File: src/rtl/function_unit_pkg.sv
// Shared types and constants for the sequential function unit.
// Opcode space, block decode and FSM states are used by the top and by fu_comb_core.
package function_unit_pkg;

    typedef enum logic [3:0] {
        FS_ADD   = 4'b0000,
        FS_ADDC  = 4'b0001,
        FS_PASSA = 4'b0010,
        FS_INCA  = 4'b0011,
        FS_NEGB  = 4'b0100,
        FS_NEGA  = 4'b0101,
        FS_SUB   = 4'b0110,
        FS_DECA  = 4'b0111,
        FS_AND   = 4'b1000,
        FS_NOTA  = 4'b1001,
        FS_NOTB  = 4'b1010,
        FS_OR    = 4'b1011,
        FS_MOD   = 4'b1100,
        FS_SHL   = 4'b1101,
        FS_SHR   = 4'b1110,
        FS_SRA   = 4'b1111
    } fs_e;

    // Block decode on fs[3:2]; the arithmetic block ignores fs[2].
    localparam logic [1:0] BLK_ARITH = 2'b00;
    localparam logic [1:0] BLK_LOGIC = 2'b10;
    localparam logic [1:0] BLK_SHIFT = 2'b11;

    typedef enum logic {
        IDLE  = 1'b0,
        SHIFT = 1'b1
    } state_e;

    function automatic logic is_arith(input logic [3:0] fs);
        return fs[3] == BLK_ARITH[1];
    endfunction

endpackage

File: src/rtl/fu_comb_core.sv
// Combinational arithmetic/logic core: result plus overflow and carry.
// Shift-block opcodes produce zero here; the top owns the shift datapath.
module fu_comb_core
    import function_unit_pkg::*;
#(
    parameter int unsigned WIDTH = 8
) (
    input  logic [3:0]       fs,
    input  logic [WIDTH-1:0] a,
    input  logic [WIDTH-1:0] b,
    output logic [WIDTH-1:0] res_c,
    output logic             v_c,
    output logic             c_c
);

    logic [WIDTH-1:0] x;
    logic [WIDTH-1:0] y;
    logic             cin;
    logic [WIDTH:0]   sum;
    logic             cmsb;
    logic [WIDTH-1:0] lgc;

    // All arithmetic forms map onto x + y + cin.
    always_comb begin
        x   = a;
        y   = '0;
        cin = 1'b0;
        case (fs_e'(fs))
            FS_ADD:   y = b;
            FS_ADDC:  begin y = b; cin = 1'b1; end
            FS_PASSA: ;
            FS_INCA:  cin = 1'b1;
            FS_NEGB:  begin x = '0; y = ~b; cin = 1'b1; end
            FS_NEGA:  begin x = '0; y = ~a; cin = 1'b1; end
            FS_SUB:   begin y = ~b; cin = 1'b1; end
            FS_DECA:  y = '1;
            default:  ;
        endcase
    end

    assign sum  = {1'b0, x} + {1'b0, y} + (WIDTH+1)'(cin);
    // Carry into the MSB recovered from the MSB sum bit.
    assign cmsb = sum[WIDTH-1] ^ x[WIDTH-1] ^ y[WIDTH-1];

    always_comb begin
        lgc = '0;
        case (fs[1:0])
            2'b00: lgc = a & b;
            2'b01: lgc = ~a;
            2'b10: lgc = ~b;
            2'b11: lgc = a | b;
            default: lgc = '0;
        endcase
    end

    always_comb begin
        res_c = '0;
        v_c   = 1'b0;
        c_c   = 1'b0;
        if (is_arith(fs)) begin
            res_c = sum[WIDTH-1:0];
            c_c   = sum[WIDTH];
            v_c   = cmsb ^ sum[WIDTH];
        end else if (fs[3:2] == BLK_LOGIC) begin
            res_c = lgc;
        end
    end

endmodule

File: src/rtl/function_unit_seq.sv
// Registered function unit with valid/ready handshake and a one-bit-per-cycle shifter.
// Optional sticky overflow flag enabled by defining FUNCTION_UNIT_STICKY_V_EN.
module function_unit_seq
    import function_unit_pkg::*;
#(
    parameter int unsigned WIDTH = 8,
    parameter int unsigned SHW   = $clog2(WIDTH)
) (
    input  logic             clk,
    input  logic             rst_n,
    input  logic             in_valid,
    output logic             in_ready,
    input  logic [3:0]       fs,
    input  logic [WIDTH-1:0] op_a,
    input  logic [WIDTH-1:0] op_b,
    output logic             out_valid,
    input  logic             out_ready,
    output logic [WIDTH-1:0] result,
    output logic             v,
    output logic             c,
    output logic             n,
    output logic             z,
`ifdef FUNCTION_UNIT_STICKY_V_EN
    output logic             v_sticky,
    input  logic             v_clr,
`endif
    output logic             busy
);

    state_e           state;
    state_e           state_nx;
    logic [WIDTH-1:0] work;
    logic [WIDTH-1:0] work_nx;
    logic [WIDTH-1:0] work_step;
    logic [SHW-1:0]   cnt;
    logic [SHW-1:0]   cnt_nx;
    logic [1:0]       kind;
    logic [1:0]       kind_nx;

    logic [WIDTH-1:0] res_nx;
    logic             v_nx;
    logic             c_nx;
    logic             n_nx;
    logic             z_nx;
    logic             out_valid_nx;
    logic             busy_nx;
    logic             done;

    logic [WIDTH-1:0] core_res;
    logic             core_v;
    logic             core_c;
    logic [SHW-1:0]   amt;
    logic             shift_blk;
    logic             iter_op;
    logic             accept;
    logic [WIDTH-1:0] direct_shift;

    fu_comb_core #(.WIDTH(WIDTH)) u_core (
        .fs    (fs),
        .a     (op_a),
        .b     (op_b),
        .res_c (core_res),
        .v_c   (core_v),
        .c_c   (core_c)
    );

    assign amt       = op_a[SHW-1:0];
    assign shift_blk = (fs[3:2] == BLK_SHIFT);
    // Only shifts by a nonzero amount need the iterative path; mod is single-cycle.
    assign iter_op   = shift_blk && (fs != 4'(FS_MOD)) && (amt != '0);
    assign in_ready  = (state == IDLE) && (!out_valid || out_ready);
    assign accept    = in_valid && in_ready;

    always_comb begin
        direct_shift = op_b;
        if (fs == 4'(FS_MOD)) begin
            direct_shift = op_b & ~({WIDTH{1'b1}} << amt);
        end
    end

    always_comb begin
        case (kind)
            2'b01:   work_step = {work[WIDTH-2:0], 1'b0};
            2'b10:   work_step = {1'b0, work[WIDTH-1:1]};
            default: work_step = {work[WIDTH-1], work[WIDTH-1:1]};
        endcase
    end

    // State register.
    always_ff @(posedge clk or negedge rst_n) begin
        if (!rst_n) begin
            state <= IDLE;
        end else begin
            state <= state_nx;
        end
    end

    // Next-state logic.
    always_comb begin
        state_nx = state;
        case (state)
            IDLE:    if (accept && iter_op) state_nx = SHIFT;
            SHIFT:   if (cnt == SHW'(1)) state_nx = IDLE;
            default: state_nx = IDLE;
        endcase
    end

    // Datapath and output next values.
    always_comb begin
        done    = 1'b0;
        res_nx  = result;
        v_nx    = v;
        c_nx    = c;
        work_nx = work;
        cnt_nx  = cnt;
        kind_nx = kind;
        case (state)
            IDLE: begin
                if (accept) begin
                    if (iter_op) begin
                        work_nx = op_b;
                        cnt_nx  = amt;
                        kind_nx = fs[1:0];
                    end else begin
                        done   = 1'b1;
                        res_nx = shift_blk ? direct_shift : core_res;
                        v_nx   = core_v;
                        c_nx   = core_c;
                    end
                end
            end
            SHIFT: begin
                work_nx = work_step;
                cnt_nx  = SHW'(cnt - SHW'(1));
                if (cnt == SHW'(1)) begin
                    done   = 1'b1;
                    res_nx = work_step;
                    v_nx   = 1'b0;
                    c_nx   = 1'b0;
                end
            end
            default: ;
        endcase
        n_nx         = res_nx[WIDTH-1];
        z_nx         = (res_nx == '0);
        // A completion in the same cycle as a drain replaces the old result.
        out_valid_nx = done || (out_valid && !out_ready);
        busy_nx      = (state_nx != IDLE);
    end

    always_ff @(posedge clk or negedge rst_n) begin
        if (!rst_n) begin
            result    <= '0;
            v         <= 1'b0;
            c         <= 1'b0;
            n         <= 1'b0;
            z         <= 1'b0;
            out_valid <= 1'b0;
            busy      <= 1'b0;
            work      <= '0;
            cnt       <= '0;
            kind      <= '0;
        end else begin
            result    <= res_nx;
            v         <= v_nx;
            c         <= c_nx;
            n         <= n_nx;
            z         <= z_nx;
            out_valid <= out_valid_nx;
            busy      <= busy_nx;
            work      <= work_nx;
            cnt       <= cnt_nx;
            kind      <= kind_nx;
        end
    end

`ifdef FUNCTION_UNIT_STICKY_V_EN
    // Clear has priority over a simultaneous overflow completion.
    always_ff @(posedge clk or negedge rst_n) begin
        if (!rst_n) begin
            v_sticky <= 1'b0;
        end else if (v_clr) begin
            v_sticky <= 1'b0;
        end else if (done && v_nx) begin
            v_sticky <= 1'b1;
        end
    end
`endif

endmodule

File: config.mk
export PLATFORM = sky130hd
export DESIGN_NAME = function_unit_seq
export DESIGN_NICKNAME = d
export VERILOG_FILES = /design/src/rtl/function_unit_pkg.sv /design/src/rtl/fu_comb_core.sv /design/src/rtl/function_unit_seq.sv
export SDC_FILE = /design/constraint.sdc
export NUM_CORES = 1
export LEC_CHECK = 0
export CAP_MARGIN = 0
export CORE_ASPECT_RATIO = 0.8
export CORE_MARGIN = 4
export CORE_UTILIZATION = 50
export DETAILED_ROUTE_END_ITERATION = 10
export GPL_ROUTABILITY_DRIVEN = 0
export PLACE_DENSITY = 0.8
export SYNTH_ARGS = -nofsm -noshare
export SYNTH_HDL_FRONTEND = slang
export SYNTH_SLANG_ARGS = --single-unit
File: constraint.sdc
create_clock -name clk -period 3 [get_ports clk]
set_clock_uncertainty 0.2 [all_clocks]
set_input_delay 0.6 -clock clk [delete_from_list [all_inputs] [get_ports clk]]
set_output_delay 0.6 -clock clk [all_outputs]
set_load 0.005 [all_outputs]
==> impl_metrics.json <==
{
  "critPathTopFamily": "compound AO/OA/AOI/OAI gates",
  "drive_above_1_share_pct": 41.0,
  "first_iter_violations": 629,
  "drt-total-wl_mm": 10.8,
  "yosysTopAreaCellShare_pct": 25.3,
  "crit_type": "in2reg",
  "arrival_ns": 3.21,
  "required_ns": 2.99,
  "async_flop_share_pct": 100,
  "rsz0062_at_grt": "yes",
  "worstHoldStart": "cnt[2]",
  "die_w_um": 88.3,
  "max_freq_mhz": 310,
  "avgSynthCellArea_sq_um": 7.88,
  "numCtsBuffers": 3,
  "slowest_stage": "fa_2",
  "clkLatencyLatePin_ns": 0.27,
  "synthTopCellsByArea": "dfrtp_1, o21ai_0, ha_1, nor2_1, nand2_1",
  "synth_nets": 364,
  "rows": 23,
  "cts_root_buf": "clkbuf_8",
  "synthFlopType": "dfrtp_1",
  "hold_violations": 0,
  "crit_path_start_kind": "input port",
  "critPathBufInv": 5,
  "areaGrowthSynthToFinish_pct": 57.0,
  "netlist_top_cells_count": "o21ai_0, nor2_1, nand2_1",
  "yosysMostFrequentCell": "o21ai_0",
  "grt_pass1_wl_mm": 15.5,
  "netlist_area_sq_um": 2580,
  "cp_common_cell": "buf_4",
  "worstSetupStartpoint": "fs[0]",
  "synth_enable_flop_cells": 0,
  "synth_mux_area_share_pct": 1.60,
  "design.die.area_sq_um": 6370,
  "peakVddDrop_uv": 577,
  "yosysUniqueCellTypes": 63,
  "critPathCaptureType": "flip-flop",
  "p_leak_nw": 1.74,
  "period_share_pct": 107,
  "nets": 487,
  "period_minus_slack_ns": 3.22,
  "grt_overflow": 0,
  "drv_cap": 0,
  "ant_nets": 0,
  "final_area_sq_um": 4050,
  "cts_max_path_buffers": 2,
  "synthAdderAreaFrac_pct": 6.90,
  "synth-simple-area-share_pct": 22.3,
  "routed_via_density": 6.78,
  "cts_hold_buffers": 0,
  "cp_max_fo": 8,
  "portBuffers": 38,
  "cts_max_level": 1,
  "status": "finished, violations left",
  "slowest_delay_ns": 0.38,
  "synth_top_family_by_area": "compound AO/OA/AOI/OAI gates",
  "n_antenna_cell": 0,
  "core_area_sq_um": 5010,
  "yosysSeqAreaShare_pct": 25.3,
  "setup_viol": 5,
  "finalMaxSlewViolations": 0,
  "path_cells": "clkbuf_4, o21ai_2, o21ai_2, a22oi_2, nor2_2, fa_2, buf_6, a211oi_2, nor2_1, buf_4, buf_4, buf_4, nand3_1, nand3_1, o22ai_2, mux2i_4, nor4b_4",
  "start_util_pct": 51.4,
  "grt_max_degree": 27,
  "placed_area_sq_um": 3610,
  "total_power_mw": 2.65,
  "first_global_vias": 3122,
  "num_vias": 3464,
  "path_clk_slew_ns": 0.09,
  "holdCritPathClass": "reg2reg",
  "drcViolationCount": 0,
  "synth-xor-area-share_pct": 1.89,
  "dp_hpwl_mm": 6.93,
  "track_usage_pct": 31.2,
  "clock-sinks": 26,
  "yosysWarningCount": 0,
  "cts_tree": "built",
  "violations": "setup timing",
  "power_density_nw_per_um2": 655,
  "syn_inst": 327,
  "totalNegativeSetupSlack_ns": -0.655,
  "synth_compound_area_share_pct": 35.2,
  "ys_ff_latch": 26,
  "firstDrtPassIters": 8,
  "fp.dieH_um": 72.2,
  "slew_headroom_pct": 45.9,
  "routedWlPerCell_um": 21.2,
  "io_pins": 39,
  "antenna_found_initial": 0,
  "setup_ws_ns": -0.224,
  "worst_pin_slew_ns": 0.811,
  "synth_area_leader_cell": "dfrtp_1",
  "r2r-start": "cnt[1]"
}
final timing paths:
kind / to / slack (ns) / cells after the start
max in group asynchronous: result[0] / 1.86 / 2
min: cnt[2] / 0.30 / 1
max: z / -0.22 / 17
max reg2reg: z / 0.16 / 8
min in group asynchronous: cnt[2] / 0.49 / 2
min reg2reg: cnt[2] / 0.30 / 1
routing by layer:
layer	share of wire, %	global-route usage, %
met1	37	42.1
met2	44	49.0
met3	12	6.02
met4	6.7	12.9
met5	0	0
report_power, final:
part / internal, mW / total, mW / switching (mW)
logic: 0.854 / 1.76 / 0.909
clock network: 0.117 / 0.229 / 0.111
registers: 0.516 / 0.659 / 0.143
worst register-to-register path: stages (launching register included):
cell	delay [ns]
dfrtp_1	0.38
inv_1	0.09
ha_1	0.14
nor2b_1	0.65
nand2_1	0.30
a31oi_1	0.24
o211ai_1	0.19
nor4_2	0.34
nor4b_4	0.24
state kept, by name, summed over array words and instances (netlist names):
signal	count
work	8
result	7
cnt	3
kind	2
busy	1
c	1
n	1
out_valid	1
v	1
z	1
layout make-up:
class	instances	area, sq um
timing repair buffer	139	1170
clock buffer	4	55.1
tap	62	77.6
inverter	17	63.8
sequential	26	651
multi-input combinational	263	2020
fill	317	962
kinds of logic (layout without fill, tap and decap cells):
logic type               after synthesis  count (layout)
XOR/XNOR                               4               4
AO/OA/AOI/OAI                        130             130
adder cells (fa/ha/maj)               13              13
multiplexers                           4               4
buffers and inverters                 38             160
flip-flops                            26              26
AND/OR/NAND/NOR                      112             112
cell usage in the layout (no fill, tap or decap), types with 8 or more instances in the layout:
cell	netlist	layout
nor2_1	32	27
clkdlybuf4s50_1	0	23
o21ai_0	45	29
o21ai_2	0	8
buf_6	2	10
nand2_1	30	30
a31oi_1	11	10
o21ai_1	2	10
a22oi_1	12	10
dfrtp_1	26	26
buf_4	3	90
inv_1	17	11
nand3_1	9	8
through the flow:
| step | util [%] | hold WS [ns] | cells | worst slack (ns) |
|---|---|---|---|---|
| 2_1_floorplan | - | 0.104 | 327 | -0.311 |
| 3_3_place_gp | 72.2 | 0.278 | 491 | -1.03 |
| 3_5_place_dp | 72.2 | 0.288 | 491 | -1.07 |
| 4_1_cts | 77.0 | 0.298 | 503 | -0.114 |
| 5_1_grt | 80.8 | 0.335 | 511 | -0.367 |
| 6_report | 80.8 | 0.296 | 511 | -0.224 |
what timing repair did:
action / CTS / global route
resized for setup: 77 / 39
endpoints found under the setup margin: 10 / 8
pin swaps: 39 / 38
buffers inserted: 8 / 9
(Power assumes the default switching activity.)
